[config.mk]
export PLATFORM = sky130hd
export DESIGN_NAME = instruction_loader
export DESIGN_NICKNAME = d
export VERILOG_FILES = /design/src/rtl/instruction_loader_pkg.sv /design/src/rtl/instruction_loader_byte_packer.sv /design/src/rtl/instruction_loader.sv
export SDC_FILE = /design/constraint.sdc
export NUM_CORES = 1
export LEC_CHECK = 0
export BUFFER_PORTS_ARGS = -buffer_cell sky130_fd_sc_hd__buf_4
export CAP_MARGIN = 30
export CORE_MARGIN = 5
export CORE_UTILIZATION = 32
export DETAILED_ROUTE_END_ITERATION = 10
export GPL_ROUTABILITY_DRIVEN = 1
export PLACE_DENSITY = 0.59
export SYNTH_ARGS = -nofsm -noshare
export SYNTH_HDL_FRONTEND = slang
export SYNTH_SLANG_ARGS = --single-unit
[constraint.sdc]
create_clock -name clk -period 2.42 [get_ports clk]
set_input_delay 0.484 -clock clk [delete_from_list [all_inputs] [get_ports clk]]
set_output_delay 0.484 -clock clk [all_outputs]
set_load 0.01 [all_outputs]
[src/rtl/instruction_loader_pkg.sv]
// rtl/instruction_loader_pkg.sv - shared constants for the instruction loader
// Purpose : FSM state encodings, instruction width and default end-of-program marker.
// Ports   : none (package).
package instruction_loader_pkg;

    localparam int          INSTR_W           = 32;
    localparam logic [31:0] HALT_WORD_DEFAULT = 32'hFFFF_FFFF;

    localparam logic [1:0] ST_IDLE  = 2'd0;
    localparam logic [1:0] ST_LOAD  = 2'd1;
    localparam logic [1:0] ST_WRITE = 2'd2;
    localparam logic [1:0] ST_DONE  = 2'd3;

endpackage

[src/rtl/instruction_loader_byte_packer.sv]
// rtl/instruction_loader_byte_packer.sv - packs four bytes into one 32-bit word
// Purpose : byte assembly register plus 2-bit byte counter.
// Ports   : clk, rst (async active-low), i_clear (restart packing), i_valid/i_data (byte in),
//           o_word (assembled word including the current byte), o_last (current byte is byte 3).
module instruction_loader_byte_packer
    import instruction_loader_pkg::*;
#(
    parameter bit BIG_ENDIAN = 1'b1
) (
    input  logic               clk,
    input  logic               rst,
    input  logic               i_clear,
    input  logic               i_valid,
    input  logic [7:0]         i_data,
    output logic [INSTR_W-1:0] o_word,
    output logic               o_last
);

    logic [INSTR_W-1:0] r_shift;
    logic [1:0]         r_cnt;

    // Big endian shifts left so the first byte ends in [31:24]; little endian shifts
    // right so the first byte ends in [7:0].
    assign o_word = BIG_ENDIAN ? {r_shift[23:0], i_data} : {i_data, r_shift[31:8]};
    assign o_last = i_valid && (r_cnt == 2'd3);

    // The counter wraps 3 -> 0 on the last byte, so a byte arriving in the following
    // cycle is already byte 0 of the next word.
    always_ff @(posedge clk or negedge rst) begin
        if (!rst) begin
            r_shift <= '0;
            r_cnt   <= 2'd0;
        end else if (i_clear) begin
            r_shift <= '0;
            r_cnt   <= 2'd0;
        end else if (i_valid) begin
            r_shift <= o_word;
            r_cnt   <= r_cnt + 2'd1;
        end
    end

endmodule

[src/rtl/instruction_loader.sv]
// rtl/instruction_loader.sv - byte stream to instruction memory debug-write port
// Purpose : packs UART bytes into 32-bit words and writes them to consecutive word
//           addresses from 0 until HALT_WORD has been written or memory is full.
// Ports   : clk, rst (async active-low), i_start, i_rx_data/i_rx_valid (byte stream),
//           o_wr_instruction/o_addr/o_data_instruction (memory write port),
//           o_busy, o_done, o_overflow (status).
module instruction_loader
    import instruction_loader_pkg::*;
#(
    parameter int          ADDR_W     = 5,
    parameter logic [31:0] HALT_WORD  = HALT_WORD_DEFAULT,
    parameter bit          BIG_ENDIAN = 1'b1
) (
    input  logic               clk,
    input  logic               rst,
    input  logic               i_start,
    input  logic [7:0]         i_rx_data,
    input  logic               i_rx_valid,
    output logic               o_wr_instruction,
    output logic [31:0]        o_addr,
    output logic [INSTR_W-1:0] o_data_instruction,
    output logic               o_busy,
    output logic               o_done,
    output logic               o_overflow
);

    localparam logic [ADDR_W-1:0] LAST_ADDR = '1;

    logic [1:0]         r_state;
    logic [ADDR_W-1:0]  r_word_cnt;
    logic [ADDR_W-1:0]  r_addr;
    logic [INSTR_W-1:0] r_data;
    logic               r_wr;
    logic               r_busy;
    logic               r_done;
    logic               r_overflow;

    logic               w_accept;
    logic               w_clear;
    logic [INSTR_W-1:0] w_word;
    logic               w_last;

    // Bytes are taken in WRITE too, so a continuous stream never loses a byte.
    assign w_accept = i_rx_valid && ((r_state == ST_LOAD) || (r_state == ST_WRITE));
    assign w_clear  = i_start && ((r_state == ST_IDLE) || (r_state == ST_DONE));

    instruction_loader_byte_packer #(
        .BIG_ENDIAN (BIG_ENDIAN)
    ) u_packer (
        .clk     (clk),
        .rst     (rst),
        .i_clear (w_clear),
        .i_valid (w_accept),
        .i_data  (i_rx_data),
        .o_word  (w_word),
        .o_last  (w_last)
    );

    always_ff @(posedge clk or negedge rst) begin
        if (!rst) begin
            r_state    <= ST_IDLE;
            r_word_cnt <= '0;
            r_addr     <= '0;
            r_data     <= '0;
            r_wr       <= 1'b0;
            r_busy     <= 1'b0;
            r_done     <= 1'b0;
            r_overflow <= 1'b0;
        end else begin
            case (r_state)
                ST_IDLE, ST_DONE: begin
                    if (i_start) begin
                        r_state    <= ST_LOAD;
                        r_word_cnt <= '0;
                        r_overflow <= 1'b0;
                        r_busy     <= 1'b1;
                        r_done     <= 1'b0;
                    end
                end
                ST_LOAD: begin
                    if (w_last) begin
                        r_state <= ST_WRITE;
                        r_data  <= w_word;
                        r_addr  <= r_word_cnt;
                        r_wr    <= 1'b1;
                    end
                end
                ST_WRITE: begin
                    r_wr <= 1'b0;
                    if (r_data == HALT_WORD) begin
                        r_state <= ST_DONE;
                        r_busy  <= 1'b0;
                        r_done  <= 1'b1;
                    end else if (r_word_cnt == LAST_ADDR) begin
                        // Counter holds at the last address; it never wraps.
                        r_state    <= ST_DONE;
                        r_busy     <= 1'b0;
                        r_done     <= 1'b1;
                        r_overflow <= 1'b1;
                    end else begin
                        r_state    <= ST_LOAD;
                        r_word_cnt <= r_word_cnt + 1'b1;
                    end
                end
                default: begin
                    r_state <= ST_IDLE;
                    r_busy  <= 1'b0;
                    r_done  <= 1'b0;
                    r_wr    <= 1'b0;
                end
            endcase
        end
    end

    assign o_wr_instruction   = r_wr;
    assign o_addr             = {{(32-ADDR_W){1'b0}}, r_addr};
    assign o_data_instruction = r_data;
    assign o_busy             = r_busy;
    assign o_done             = r_done;
    assign o_overflow         = r_overflow;

endmodule
Word-level counts from Yosys, hierarchy flattened. Index checks and enable logic that the tools add are counted.

Reduce and logical (&&, ||, !) cells: 16. $add $sub $neg: 2. Equal/unequal tests: 12. Mux-type cells: 25.

Operator list (number): $mux W24 (2); $eq A32 B32 Y1 const B (1); $mux W5 (3); $mux W2 (6); $pmux W5 S2 (1); $mux W1 (8); $pmux W1 S2 (4); $reduce_and A4 Y1 (2); $eq A2 B2 Y1 const B (3); $ne A2 B2 Y1 const B (3); $pmux W2 S3 (1); $reduce_and A2 Y1 (3); $reduce_bool A2 Y1 (3); $add A5 B1 Y5 const B (1); $eq A5 B5 Y1 const B (1); $ne A2 B1 Y1 const B (2); $logic_and A1 B1 Y1 (3); $ne A3 B1 Y1 const B (1); $reduce_and A3 Y1 (1); $add A2 B1 Y2 const B (1); $eq A2 B1 Y1 const B (1); $logic_not A2 Y1 (1); $logic_or A1 B1 Y1 (2); $reduce_or A2 Y1 (1).

Output and inout bits: 68. Input port bits: 12. Bits in registers: 74. Logic and storage cells: 65.

Depth between registers and ports, before layout. Gate-level depths: netlist of run 1.

Depth after elaboration: 6. Depth in mapped cells: 7. Gate-level depth less buffers: 7.

By module. From an unflattened synthesis of run 1, not the netlist that was laid out.

Cells, all modules: 282. Area, all modules: 3470.8 µm².

Modules (own cells, without submodules): instruction_loader (times used 1, sequential area each 1201.2 µm², cells each 188, area an instance 2317.2 µm²); instruction_loader_byte_packer (times used 1, sequential area each 650.6 µm², cells each 94, area an instance 1153.6 µm²).

Least setup slack after synthesis of run 1. Ideal clock, no wire load.

Path type: register to register. From: reg r_state[0]. To: reg r_data[10], in the netlist o_data_instruction[10]. Arrival time: 1667 ps. Stages on the path, launching flop included: 8. Path slack: 628 ps. Library setup time: 125 ps. Cell sequence: dfrtp_1 inv_1 ha_1 nor2b_2 nand3_1 buf_4 buf_6 mux2_4.

Word-level cells in the longest chain between the ends: 5. Elaborated cells on any way between the ends: 6.

Ends and longest elaborated chain: start, declared (line instruction_loader.sv:29) `logic [1:0] r_state;`; start signal, assigned (line instruction_loader.sv:61) `r_state <= ST_IDLE;`; start signal, assigned (line instruction_loader.sv:73) `r_state <= ST_LOAD;`; start signal, assigned (line instruction_loader.sv:82) `r_state <= ST_WRITE;`; $eq A2 B1 Y1 / $eq A2 B2 Y1 (equally long branches) (line instruction_loader.sv:44, instruction_loader.sv:70); $logic_or A1 B1 Y1 (line instruction_loader.sv:44) `assign w_accept = i_rx_valid && ((r_state == ST_LOAD) || (r_state == ST_WRITE));`; $logic_and A1 B1 Y1 (line instruction_loader.sv:44); $logic_and A1 B1 Y1 (line instruction_loader_byte_packer.sv:25) `assign o_last = i_valid && (r_cnt == 2'd3);`; $reduce_and A2 Y1 (no line) (*); end signal, assigned (line instruction_loader.sv:83) `r_data <= w_word;`; end, declared (line instruction_loader.sv:32) `logic [INSTR_W-1:0] r_data;`.

Every way passes the cells marked *; elsewhere a longest branch is shown, timed or not. A chain may end at the register's enable or synchronous reset.

Final worst setup path of run 1.
From: reg r_data[13], in the netlist o_data_instruction[13]. To: reg r_state[1].

Word-level cells in the longest chain between the ends: 3.

Ends and longest elaborated chain: $eq A32 B32 Y1 (line instruction_loader.sv:90) `if (r_data == HALT_WORD) begin`; $mux W2 (line instruction_loader.sv:90); $pmux W2 S3 (line instruction_loader.sv:70) `case (r_state)`; end signal, assigned (line instruction_loader.sv:73); end signal, assigned (line instruction_loader.sv:91) `r_state <= ST_DONE;`; end signal, assigned (line instruction_loader.sv:96) `r_state <= ST_DONE;`.

Every way passes these cells.

==> out/metrics.yaml, run 1 <==
die:
  io_pins: 80
  die_height_um: 113
  row_count: 37
  fp.dieArea_mm2: 0.0127
  initial_utilization_pct: 32.8
  die_w_um: 113
  core_area_mm2: 0.0103
worst_setup_path:
  path_buf_inv: 1
  worst-endpoint-required_ns: 2.69
  cp-start-kind: "flip-flop"
  depth_of_the_worst_register_to_register_path: 6
  worstSetupEndpointType: "flip-flop"
  crit_path_cell_trace: "nand4_1, nor4_2, a21oi_1, buf_4, or3_1, o211ai_2"
  critical_path.slowest_cell: "sky130_fd_sc_hd__nor4_2"
  cp_slowest_stage_delay_ns: 0.45
  cp_max_fo: 12
  path_class: "reg -> reg"
  critical_path_cell_count: 6
  path_delay_family: "simple AND/OR/NAND/NOR gates"
  critPathArrivalTime_ns: 2.15
sta:
  post_route_clock_skew_ns: 0.00978
  maxSlewHeadroom_pct: 39.5
  max_clock_freq_mhz: 532
  timing.setup.tns_ns: 0
  post-route-period-util_pct: 77.6
  grt_setup_unrepaired: "no"
  final_period_minus_worst_setup_slack_ns: 1.88
  timing_hold_violations_final: 0
  final-max-slew-violation-count: 0
  max_slew.worst_pin.slew_ns: 0.908
  hold_slack_ns: 0.265
  finalSetupViolations: 0
cts:
  ctsResizeCount: 0
  holdBufCountCts: 0
  cts.root.buffer_cell: "sky130_fd_sc_hd__clkbuf_8"
  clk_latency_ns: 0.34
  cts-htree-levels: 3
  cts_post_setup_buffers_inserted: 0
  cts_tree: "done"
  clock_sinks: 74
  cts.reportedPaths.clkPinSlew_ns: 0.08
  cts_inserted_buffers: 9
  clock_path_buffers: 2
drt:
  via_per_inst: 4.73
  wire_length_after_detailed_routing_um: 7050
  detail_route.drc_violations: 0
  wl_per_cell_um: 15.8
  drt_pass1_iterations: 4
  initialDrtViolationCount: 72
  vias: 2113
  post_route_antenna_net_violation_count: 0
pwr:
  powerDensity_mw_per_mm2: 1090
  gate_power_share_pct: 32.3
  leakagePower_nw: 2.01
  power_frac_clock_pct: 21.8
  power.switching_fraction_pct: 33.9
  p_sw_mw: 1.47
  pwr-share-seq_pct: 45.9
  worst_ir_drop_vdd_mv: 0.476
  power.internal_mw: 2.87
global_route:
  globalRoute.totalOverflow: 0
  grt_first_pass_wirelength_um: 11200
  grt_pass1_vias: 2086
  pin_count_of_the_biggest_net_entering_global_routing: 75
  grt_util_overall_pct: 11.1
  initial_antenna_violation_count: 0
hold_path:
  hold_path.class: "in -> async"
synthesis:
  number_of_flip_flops_and_latches_in_the_synthesized_netlist: 74
  syn_area_per_cell_um2: 13.2
  yosysWarningCount: 0
  synth_largest_type_area_fraction_pct: 55.0
  post_synthesis_instance_total: 255
  number_of_flops_mapped_to_enable_cells_by_yosys: 0
  synth_async_sr_flop_share_pct: 100
  synth.lib_cells_used.distinct: 38
  synth_largest_area_cell: "sky130_fd_sc_hd__dfrtp_1"
  dominantRegCellSynth: "sky130_fd_sc_hd__dfrtp_1"
  syn-cell-area_mm2: 0.00337
  ys_seq_area_share_pct: 55.0
  yosys-top-cells-area: "sky130_fd_sc_hd__dfrtp_1 55%, sky130_fd_sc_hd__mux2_4 8.5%, sky130_fd_sc_hd__a22o_1 6.5%"
finish:
  antenna_cells: 0
  number_of_nets_in_the_layout: 326
  final_layout_size_suffix_gt1_share_pct: 38.3
  postLayoutCellArea_mm2: 0.00399
  post_layout_nonfiller_instances: 447
  syn2layout_area_growth_pct: 18.5
place:
  io_buffer_count: 52
  gp_congestion: 0.761
  detailedPlacementHpwl_um: 4930
  dp.cells: 433
  placed_cell_area_mm2: 0.00380
outcome:
  result_of_the_run: "complete, no violations"
flow_run:
  maxCapViolations: 0
-- layer usage --
layer | global-route usage (%) | share of wire [%]
met2 | 16.4 | 44
met5 | 0 | 0
met1 | 15.6 | 49
met4 | 3.85 | 1.1
met3 | 3.02 | 6.2
-- cells in the mapped netlist, types with 2 or more instances --
| library cell | n |
|---|---|
| sky130_fd_sc_hd__nand4_1 | 8 |
| sky130_fd_sc_hd__nor2_1 | 6 |
| sky130_fd_sc_hd__nand3_1 | 6 |
| sky130_fd_sc_hd__o2111ai_1 | 2 |
| sky130_fd_sc_hd__o211ai_1 | 2 |
| sky130_fd_sc_hd__dfrtp_1 | 74 |
| sky130_fd_sc_hd__a21oi_1 | 4 |
| sky130_fd_sc_hd__nand2_1 | 9 |
| sky130_fd_sc_hd__o21ai_0 | 5 |
| sky130_fd_sc_hd__a31oi_1 | 3 |
| sky130_fd_sc_hd__and3_1 | 2 |
| sky130_fd_sc_hd__clkbuf_1 | 3 |
| sky130_fd_sc_hd__mux2_2 | 19 |
| sky130_fd_sc_hd__nor3_1 | 2 |
| sky130_fd_sc_hd__buf_6 | 2 |
| sky130_fd_sc_hd__a22o_1 | 25 |
| sky130_fd_sc_hd__buf_2 | 6 |
| sky130_fd_sc_hd__mux2_4 | 19 |
| sky130_fd_sc_hd__nor4_2 | 3 |
| sky130_fd_sc_hd__ha_1 | 6 |
| sky130_fd_sc_hd__inv_1 | 4 |
| sky130_fd_sc_hd__buf_4 | 29 |
-- power groups by stage --
stage	combinational, mW	clock, mW	sequential (mW)
5_1_grt	1.54	1.01	2.05
3_3_place_gp	1.37	0	2.01
4_1_cts	1.43	0.965	1.99
3_5_place_dp	1.42	0	2.02
6_report	1.41	0.947	1.99
2_1_floorplan	0.884	0	1.97
-- state kept, by name (all words and copies together), names as in the netlist --
register	flops
r_word_cnt	5
o_data_instruction	32
r_state	2
r_addr	5
u_packer.r_shift	24
o_overflow	1
o_wr_instruction	1
u_packer.r_cnt	2
o_busy	1
o_done	1
-- layout by cell type (no fill, tap or decap), drive strengths merged, types with 3 or more instances in the layout --
cell type,count
conb,27
buf,56
nor4,3
a31oi,3
clkbuf,10
a22o,25
dfrtp,74
nand2,9
mux2,38
o21ai,5
nor2,7
o211ai,3
nor3,3
a21oi,5
inv,5
nand3,6
ha,6
nand4,8
-- stage by stage --
stage          power (mW)  worst slack (ns)  utilization, %
4_1_cts              4.39             0.558            38.8
6_report             4.35             0.542            38.8
5_1_grt              4.60             0.440            38.8
2_1_floorplan        2.86             0.628               -
3_3_place_gp         3.37             0.326            36.8
3_5_place_dp         3.44             0.572            37.0
-- cells by family after synthesis --
group	Yosys count	synth area share [%]
AND/OR/NAND/NOR	44	7.98
multiplexers	38	14.8
adder cells (fa/ha/maj)	6	2.23
buffers and inverters	45	8.91
AO/OA/AOI/OAI	47	11.0
other	1	0.111
flip-flops	74	55.0
-- area by class of cell --
type	instances	area [um^2]
well taps	136	170
flip-flops and latches	74	1850
clock buffers	10	138
repair buffers	56	440
multi-input cells	162	1320
inverters	5	18.8
fillers	985	6280
clock inverters	4	53.8
-- worst reg2reg max path: stages (launching register included) --
cell	delay [ns]
sky130_fd_sc_hd__dfrtp_1	0.41
sky130_fd_sc_hd__nand4_1	0.16
sky130_fd_sc_hd__nor4_2	0.45
sky130_fd_sc_hd__a21oi_1	0.13
sky130_fd_sc_hd__buf_4	0.20
sky130_fd_sc_hd__or3_1	0.37
sky130_fd_sc_hd__o211ai_2	0.08
-- final timing paths --
kind | startpoint | slack, ns | endpoint
setup / recovery | o_data_instruction[13] | 0.54 | r_state[1]
hold / removal | rst | 0.26 | o_data_instruction[1]
setup reg to reg | o_data_instruction[13] | 0.54 | r_state[1]
hold reg to reg | r_addr[4] | 0.51 | r_addr[4]
max in group asynchronous | rst | 1.57 | o_busy
min in group clk | i_rx_data[6] | 0.37 | u_packer.r_shift[6]
Note: power is estimated with default switching activity, not from simulation.
==> run 2, diff against run 1 <==
PLACE_DENSITY = 0.61   (was 0.59)
clock period = 1.7 ns   (was 2.42 ns; I/O delays follow)
==> run 2 against run 1 <==
Against the previous run: via count increased by 8.0%; utilization grew 3.7 points; routed wire length grew 8.3%; maximum frequency is 11% higher; combinational power grew 77%; critical path type unchanged; critical endpoint is now r_word_cnt[3]; largest cell class unchanged.
==> out/metrics.yaml, run 2 (same netlist as run 1, synthesis figures left out) <==
finish:
  layout_common_cells: "81 x sky130_fd_sc_hd__buf_4, 74 x sky130_fd_sc_hd__dfrtp_1, 27 x sky130_fd_sc_hd__conb_1"
  largest_reg_flops: 32
  syn2layout_area_growth_pct: 29.6
  antenna_cells: 0
  number_of_nets_in_the_layout: 358
  postLayoutCoreUtil_pct: 42.5
  post_layout_nonfiller_instances: 481
  final_layout_size_suffix_gt1_share_pct: 45.8
  layout_commonest_cell: "sky130_fd_sc_hd__buf_4"
drt:
  met2_wirelength_um: 3550
  via_per_inst: 4.74
  wl_per_cell_um: 15.9
  initialDrtViolationCount: 89
  post_route_antenna_net_violation_count: 0
  detail_route.drc_violations: 0
  vias: 2281
  wl_met3_um: 384
  drt-met1-wl_um: 3600
  drt_pass1_iterations: 4
  top_layer_used: "met4"
  wire_length_after_detailed_routing_um: 7630
sta:
  finalSetupViolations: 0
  post_route_clock_skew_ns: 0.0104
  final-max-slew-violation-count: 0
  grt_setup_unrepaired: "yes"
  fin_ws_ns: 0.0119
  post-route-period-util_pct: 99.3
  max_clock_freq_mhz: 592
  final_period_minus_worst_setup_slack_ns: 1.69
  timing_hold_violations_final: 0
pwr:
  power.internal_mw: 4.37
  p_sw_mw: 2.25
  power_frac_clock_pct: 20.2
  power.switching_fraction_pct: 33.9
  powerDensity_mw_per_mm2: 1520
  gate_power_share_pct: 37.6
  leakagePower_nw: 2.23
  total_power_mw: 6.62
  worst_ir_drop_vdd_mv: 0.672
  pwr-share-seq_pct: 42.2
global_route:
  initial_antenna_violation_count: 0
  grt_first_pass_wirelength_um: 11800
  grt_pass1_vias: 2253
  grt_util_overall_pct: 11.6
  pin_count_of_the_biggest_net_entering_global_routing: 38
  globalRoute.totalOverflow: 0
die:
  fp.dieArea_mm2: 0.0127
  die_height_um: 113
  core_area_mm2: 0.0103
  die_w_um: 113
  row_count: 37
  initial_utilization_pct: 32.8
  io_pins: 80
worst_setup_path:
  path_class: "reg -> reg"
  cp-start-kind: "flip-flop"
  cp_max_fo: 6
  worstSetupEndpointType: "flip-flop"
  critPathArrivalTime_ns: 1.93
  depth_of_the_worst_register_to_register_path: 6
  worst-endpoint-required_ns: 1.94
place:
  io_buffer_count: 52
  detailedPlacementHpwl_um: 5360
  dp_worst_setup_slack_ns: 0.0274
  gp_congestion: 0.813
  dp.cells: 452
cts:
  clock_sinks: 74
  cts-htree-levels: 3
  cts_inserted_buffers: 9
  cts.root.buffer_cell: "sky130_fd_sc_hd__clkbuf_8"
  clock_path_buffers: 2
  cts_tree: "done"
  cts.reportedPaths.clkPinSlew_ns: 0.08
  clk_latency_ns: 0.34
flow_run:
  maxCapViolations: 0
outcome:
  result_of_the_run: "complete, no violations"
hold_path:
  hold-path-cell-count: 2
  hold_path.class: "in -> reg"
## run 2: changes by cell type in the layout (fill, tap and decap cells not counted), moves of 2 or more
cell	delta
sky130_fd_sc_hd__buf_12	+3
sky130_fd_sc_hd__buf_4	+27
sky130_fd_sc_hd__ha_1	-3
sky130_fd_sc_hd__ha_2	+2
sky130_fd_sc_hd__nor4_2	-3
sky130_fd_sc_hd__nor4_4	+3
## run 2: worst max-delay path: stages (launching register included)
cell	delay [ns]
sky130_fd_sc_hd__dfrtp_1	0.39
sky130_fd_sc_hd__nand4_1	0.16
sky130_fd_sc_hd__nor4_4	0.39
sky130_fd_sc_hd__a21oi_2	0.14
sky130_fd_sc_hd__buf_6	0.15
sky130_fd_sc_hd__and3_4	0.17
sky130_fd_sc_hd__nor4_4	0.19
## run 2: per-layer routing
metal / vias up / global-route usage, %
met1: 1130 / 16.6
met2: 85 / 17.5
li1: 1055 / -
met5: - / 0
met3: 11 / 2.21
met4: 0 / 4.25
## run 2: cell type report
cell class                 instances  area, um^2
clock buffer                      10         128
clock inverter                     6        66.3
fill                             964        5910
inverter                           5        18.8
multi-input combinational        162        1400
sequential                        74        1850
tap                              136         170
timing repair buffer              88         734
## run 2: metrics by stage
step	area, um^2	TNS (ns)	hold WS, ns
2_1_floorplan	3480	0	0.0444
3_3_place_gp	3990	0	0.333
3_5_place_dp	3990	0	0.334
4_1_cts	4200	0	0.216
5_1_grt	4370	-0.0898	0.227
6_report	4370	0	0.235
## run 2: final timing paths
kind / endpoint / slack (ns) / start
max in group asynchronous: o_busy / 0.60 / rst
setup / recovery: r_word_cnt[3] / 0.01 / o_data_instruction[10]
min in group asynchronous: o_data_instruction[20] / 0.50 / rst
hold reg to reg: u_packer.r_shift[20] / 0.50 / u_packer.r_shift[20]
hold / removal: u_packer.r_shift[6] / 0.23 / i_rx_data[6]
setup reg to reg: r_word_cnt[3] / 0.01 / o_data_instruction[10]
## run 2: power groups by stage
stage	clock [mW]	combinational (mW)	sequential, mW
finish	1.34	2.49	2.79
global placement	0	2.27	2.81
floorplan	0	1.29	2.81
global route	1.45	2.70	2.87
detailed placement	0	2.31	2.82
CTS	1.38	2.32	2.79
## run 2: timing repair
action                                  4_1_cts  5_1_grt
endpoints found under the setup margin        1       42
resized for setup                             1       11
gates cloned                                  0        1
hold endpoints to repair                     35        0
setup buffers                                 0       11
hold buffers                                  1        0
pin swaps                                     0        7
==> run 3, diff against run 2 <==
==> constraint.sdc (replaced) <==
create_clock -name clk -period 1.7 [get_ports clk]
set_input_delay 0.085 -clock clk [delete_from_list [all_inputs] [get_ports clk]]
set_output_delay 0.085 -clock clk [all_outputs]
set_load 0.01 [all_outputs]
==> run 3 against run 2 <==
Against the previous run: utilization shrank 0.17 points; cell count is the same; clock power shrank 6%; critical path depth grew 1; global-route usage grew 0.37 points; routed wire length shrank 0.21%; first-iteration DRC count grew 48%; setup slack gained 0.0039 ns; sequential power is essentially flat; hold slack lost 0.13 ns; largest cell class unchanged; highest routed layer unchanged.
==> out/metrics.yaml, run 3 (same netlist as run 1, synthesis figures left out) <==
outcome:
  result_of_the_run: "complete, no violations"
drt:
  vias: 2248
  top_layer_used: "met4"
  detail_route.drc_violations: 0
  via_per_inst: 4.67
  post_route_antenna_net_violation_count: 0
  wire_length_after_detailed_routing_um: 7610
  wl_per_cell_um: 15.8
  met2_wirelength_um: 3610
  initialDrtViolationCount: 132
  wl_met3_um: 439
  drt-met1-wl_um: 3460
  drt_pass1_iterations: 4
finish:
  multi_input_comb_area_mm2: 0.00139
  filler_cell_count: 972
  post_layout_nonfiller_instances: 481
  syn2layout_area_growth_pct: 29.1
  layout.area.seq_mm2: 0.00185
  largest_reg_flops: 32
  layout_commonest_cell: "sky130_fd_sc_hd__dfrtp_1"
  number_of_nets_in_the_layout: 358
  antenna_cells: 0
  layout_common_cells: "74 x sky130_fd_sc_hd__dfrtp_1, 73 x sky130_fd_sc_hd__buf_4, 27 x sky130_fd_sc_hd__conb_1"
  final_layout_size_suffix_gt1_share_pct: 44.3
  postLayoutCellArea_mm2: 0.00435
place:
  dp.cells: 452
  io_buffer_count: 52
  dp_worst_setup_slack_ns: -0.0577
  detailedPlacementHpwl_um: 5260
  placed_cell_area_mm2: 0.00399
  gp_congestion: 0.785
die:
  io_pins: 80
  die_height_um: 113
  fp.dieArea_mm2: 0.0127
  row_count: 37
  core_area_mm2: 0.0103
  die_w_um: 113
  initial_utilization_pct: 32.8
global_route:
  grt_first_pass_wirelength_um: 12100
  grt_util_overall_pct: 12.0
  grt_pass1_vias: 2285
  pin_count_of_the_biggest_net_entering_global_routing: 75
  globalRoute.totalOverflow: 0
  initial_antenna_violation_count: 0
sta:
  maxSlewHeadroom_pct: 64.9
  finalSetupViolations: 0
  post_route_clock_skew_ns: 0.00903
  grt_setup_unrepaired: "yes"
  final-max-slew-violation-count: 0
  fin_ws_ns: 0.0158
  max_clock_freq_mhz: 594
  max_slew.worst_pin.slew_ns: 0.527
  timing_hold_violations_final: 0
  timing.setup.tns_ns: 0
  post-route-period-util_pct: 99.1
  final_period_minus_worst_setup_slack_ns: 1.68
cts:
  cts.reportedPaths.clkPinSlew_ns: 0.08
  cts-htree-levels: 3
  cts.root.buffer_cell: "sky130_fd_sc_hd__clkbuf_8"
  clock_path_buffers: 2
  clock_sinks: 74
  clk_latency_ns: 0.34
  cts_inserted_buffers: 9
  cts_tree: "done"
worst_setup_path:
  path_class: "reg -> reg"
  rr_startpoint: "o_data_instruction[15]"
  worst-endpoint-required_ns: 1.92
  cp_max_fo: 5
  critical_path.slowest_cell: "sky130_fd_sc_hd__nor4_4"
  setup_slack_of_the_worst_register_to_register_path_ns: 0.02
  cp_slowest_stage_delay_ns: 0.47
  critPathArrivalTime_ns: 1.90
  crit_path_start: "o_data_instruction[15]"
  depth_of_the_worst_register_to_register_path: 7
  crit_path_cell_trace: "nand4_1, nor4_4, a21oi_4, buf_6, buf_6, nand3_2, nand4b_1"
  timing.critical_path.to: "r_word_cnt[2]"
  worstSetupEndpointType: "flip-flop"
  worst_r2r_endpoint: "r_word_cnt[2]"
  cp-start-kind: "flip-flop"
  critPathMostFrequentCell: "sky130_fd_sc_hd__buf_6"
pwr:
  worst_ir_drop_vdd_mv: 0.703
  total_power_mw: 6.40
  leakagePower_nw: 2.22
  powerDensity_mw_per_mm2: 1470
flow_run:
  maxCapViolations: 0
hold_path:
  hold_path.class: "in -> reg"
==> run 3: cell count changes in the layout (fill, tap and decap cells not counted), moves of 2 or more <==
cell	change
sky130_fd_sc_hd__nand3_1	-2
sky130_fd_sc_hd__clkinv_2	+2
sky130_fd_sc_hd__nand3_2	+3
sky130_fd_sc_hd__clkinv_4	+2
sky130_fd_sc_hd__dlygate4sd3_1	+8
sky130_fd_sc_hd__clkinvlp_4	-3
sky130_fd_sc_hd__buf_4	-8
==> run 3: through the flow <==
step | hold WS (ns) | util, %
after global placement | 0.130 | 38.8
after floorplan | -0.211 | -
after global routing | 0.101 | 42.3
after detailed placement | 0.136 | 38.8
after CTS | 0.0807 | 41.5
final | 0.101 | 42.3
==> run 3: worst max-delay path, delay by kind of cell, from the launching register on <==
family / cells / cell delay (ns)
AO/OA/AOI/OAI: 1 / 0.12
buffers and inverters: 2 / 0.26
flip-flops: 1 / 0.40
AND/OR/NAND/NOR: 4 / 0.78
==> run 3: how the worst min path moves through the flow <==
stage          cells after the start  slack (ns)     from             endpoint
2_1_floorplan                      0       -0.21      rst               o_busy
3_3_place_gp                       2        0.13      rst  u_packer.r_shift[6]
3_5_place_dp                       2        0.14      rst  u_packer.r_shift[4]
4_1_cts                            3        0.08  i_start           o_overflow
5_1_grt                            3        0.10  i_start           o_overflow
6_report                           3        0.10  i_start           o_overflow
==> run 3: area by class of cell <==
class | count | share of cell area, %
Clock buffer | 10 | 3.16
Clock inverter | 6 | 0.949
Inverter | 5 | 0.431
Multi-Input combinational cell | 162 | 32.0
Sequential cell | 74 | 42.6
Tap cell | 136 | 3.91
Timing Repair Buffer | 88 | 17.0
==> run 3: power breakdown <==
group / switching, mW / internal [mW] / total [mW]
clock: 0.685 / 0.573 / 1.26
sequential: 0.468 / 2.32 / 2.79
combinational: 1.06 / 1.29 / 2.35
total: 2.22 / 4.18 / 6.40
==> run 3: timing repair <==
| action | 4_1_cts | 5_1_grt |
|---|---|---|
| gates cloned | 0 | 0 |
| hold buffers | 9 | 0 |
| setup endpoints to repair | 6 | 15 |
| resized for setup | 1 | 11 |
| buffers inserted | 0 | 4 |
| endpoints found under the hold margin | 90 | 0 |
| pin swaps | 1 | 8 |
==> run 3: layer usage <==
metal | vias to the layer above | global-route usage, %
met3 | 11 | 3.67
met1 | 1111 | 16.1
li1 | 1046 | -
met5 | - | 0
met2 | 80 | 18.7
met4 | 0 | 3.29
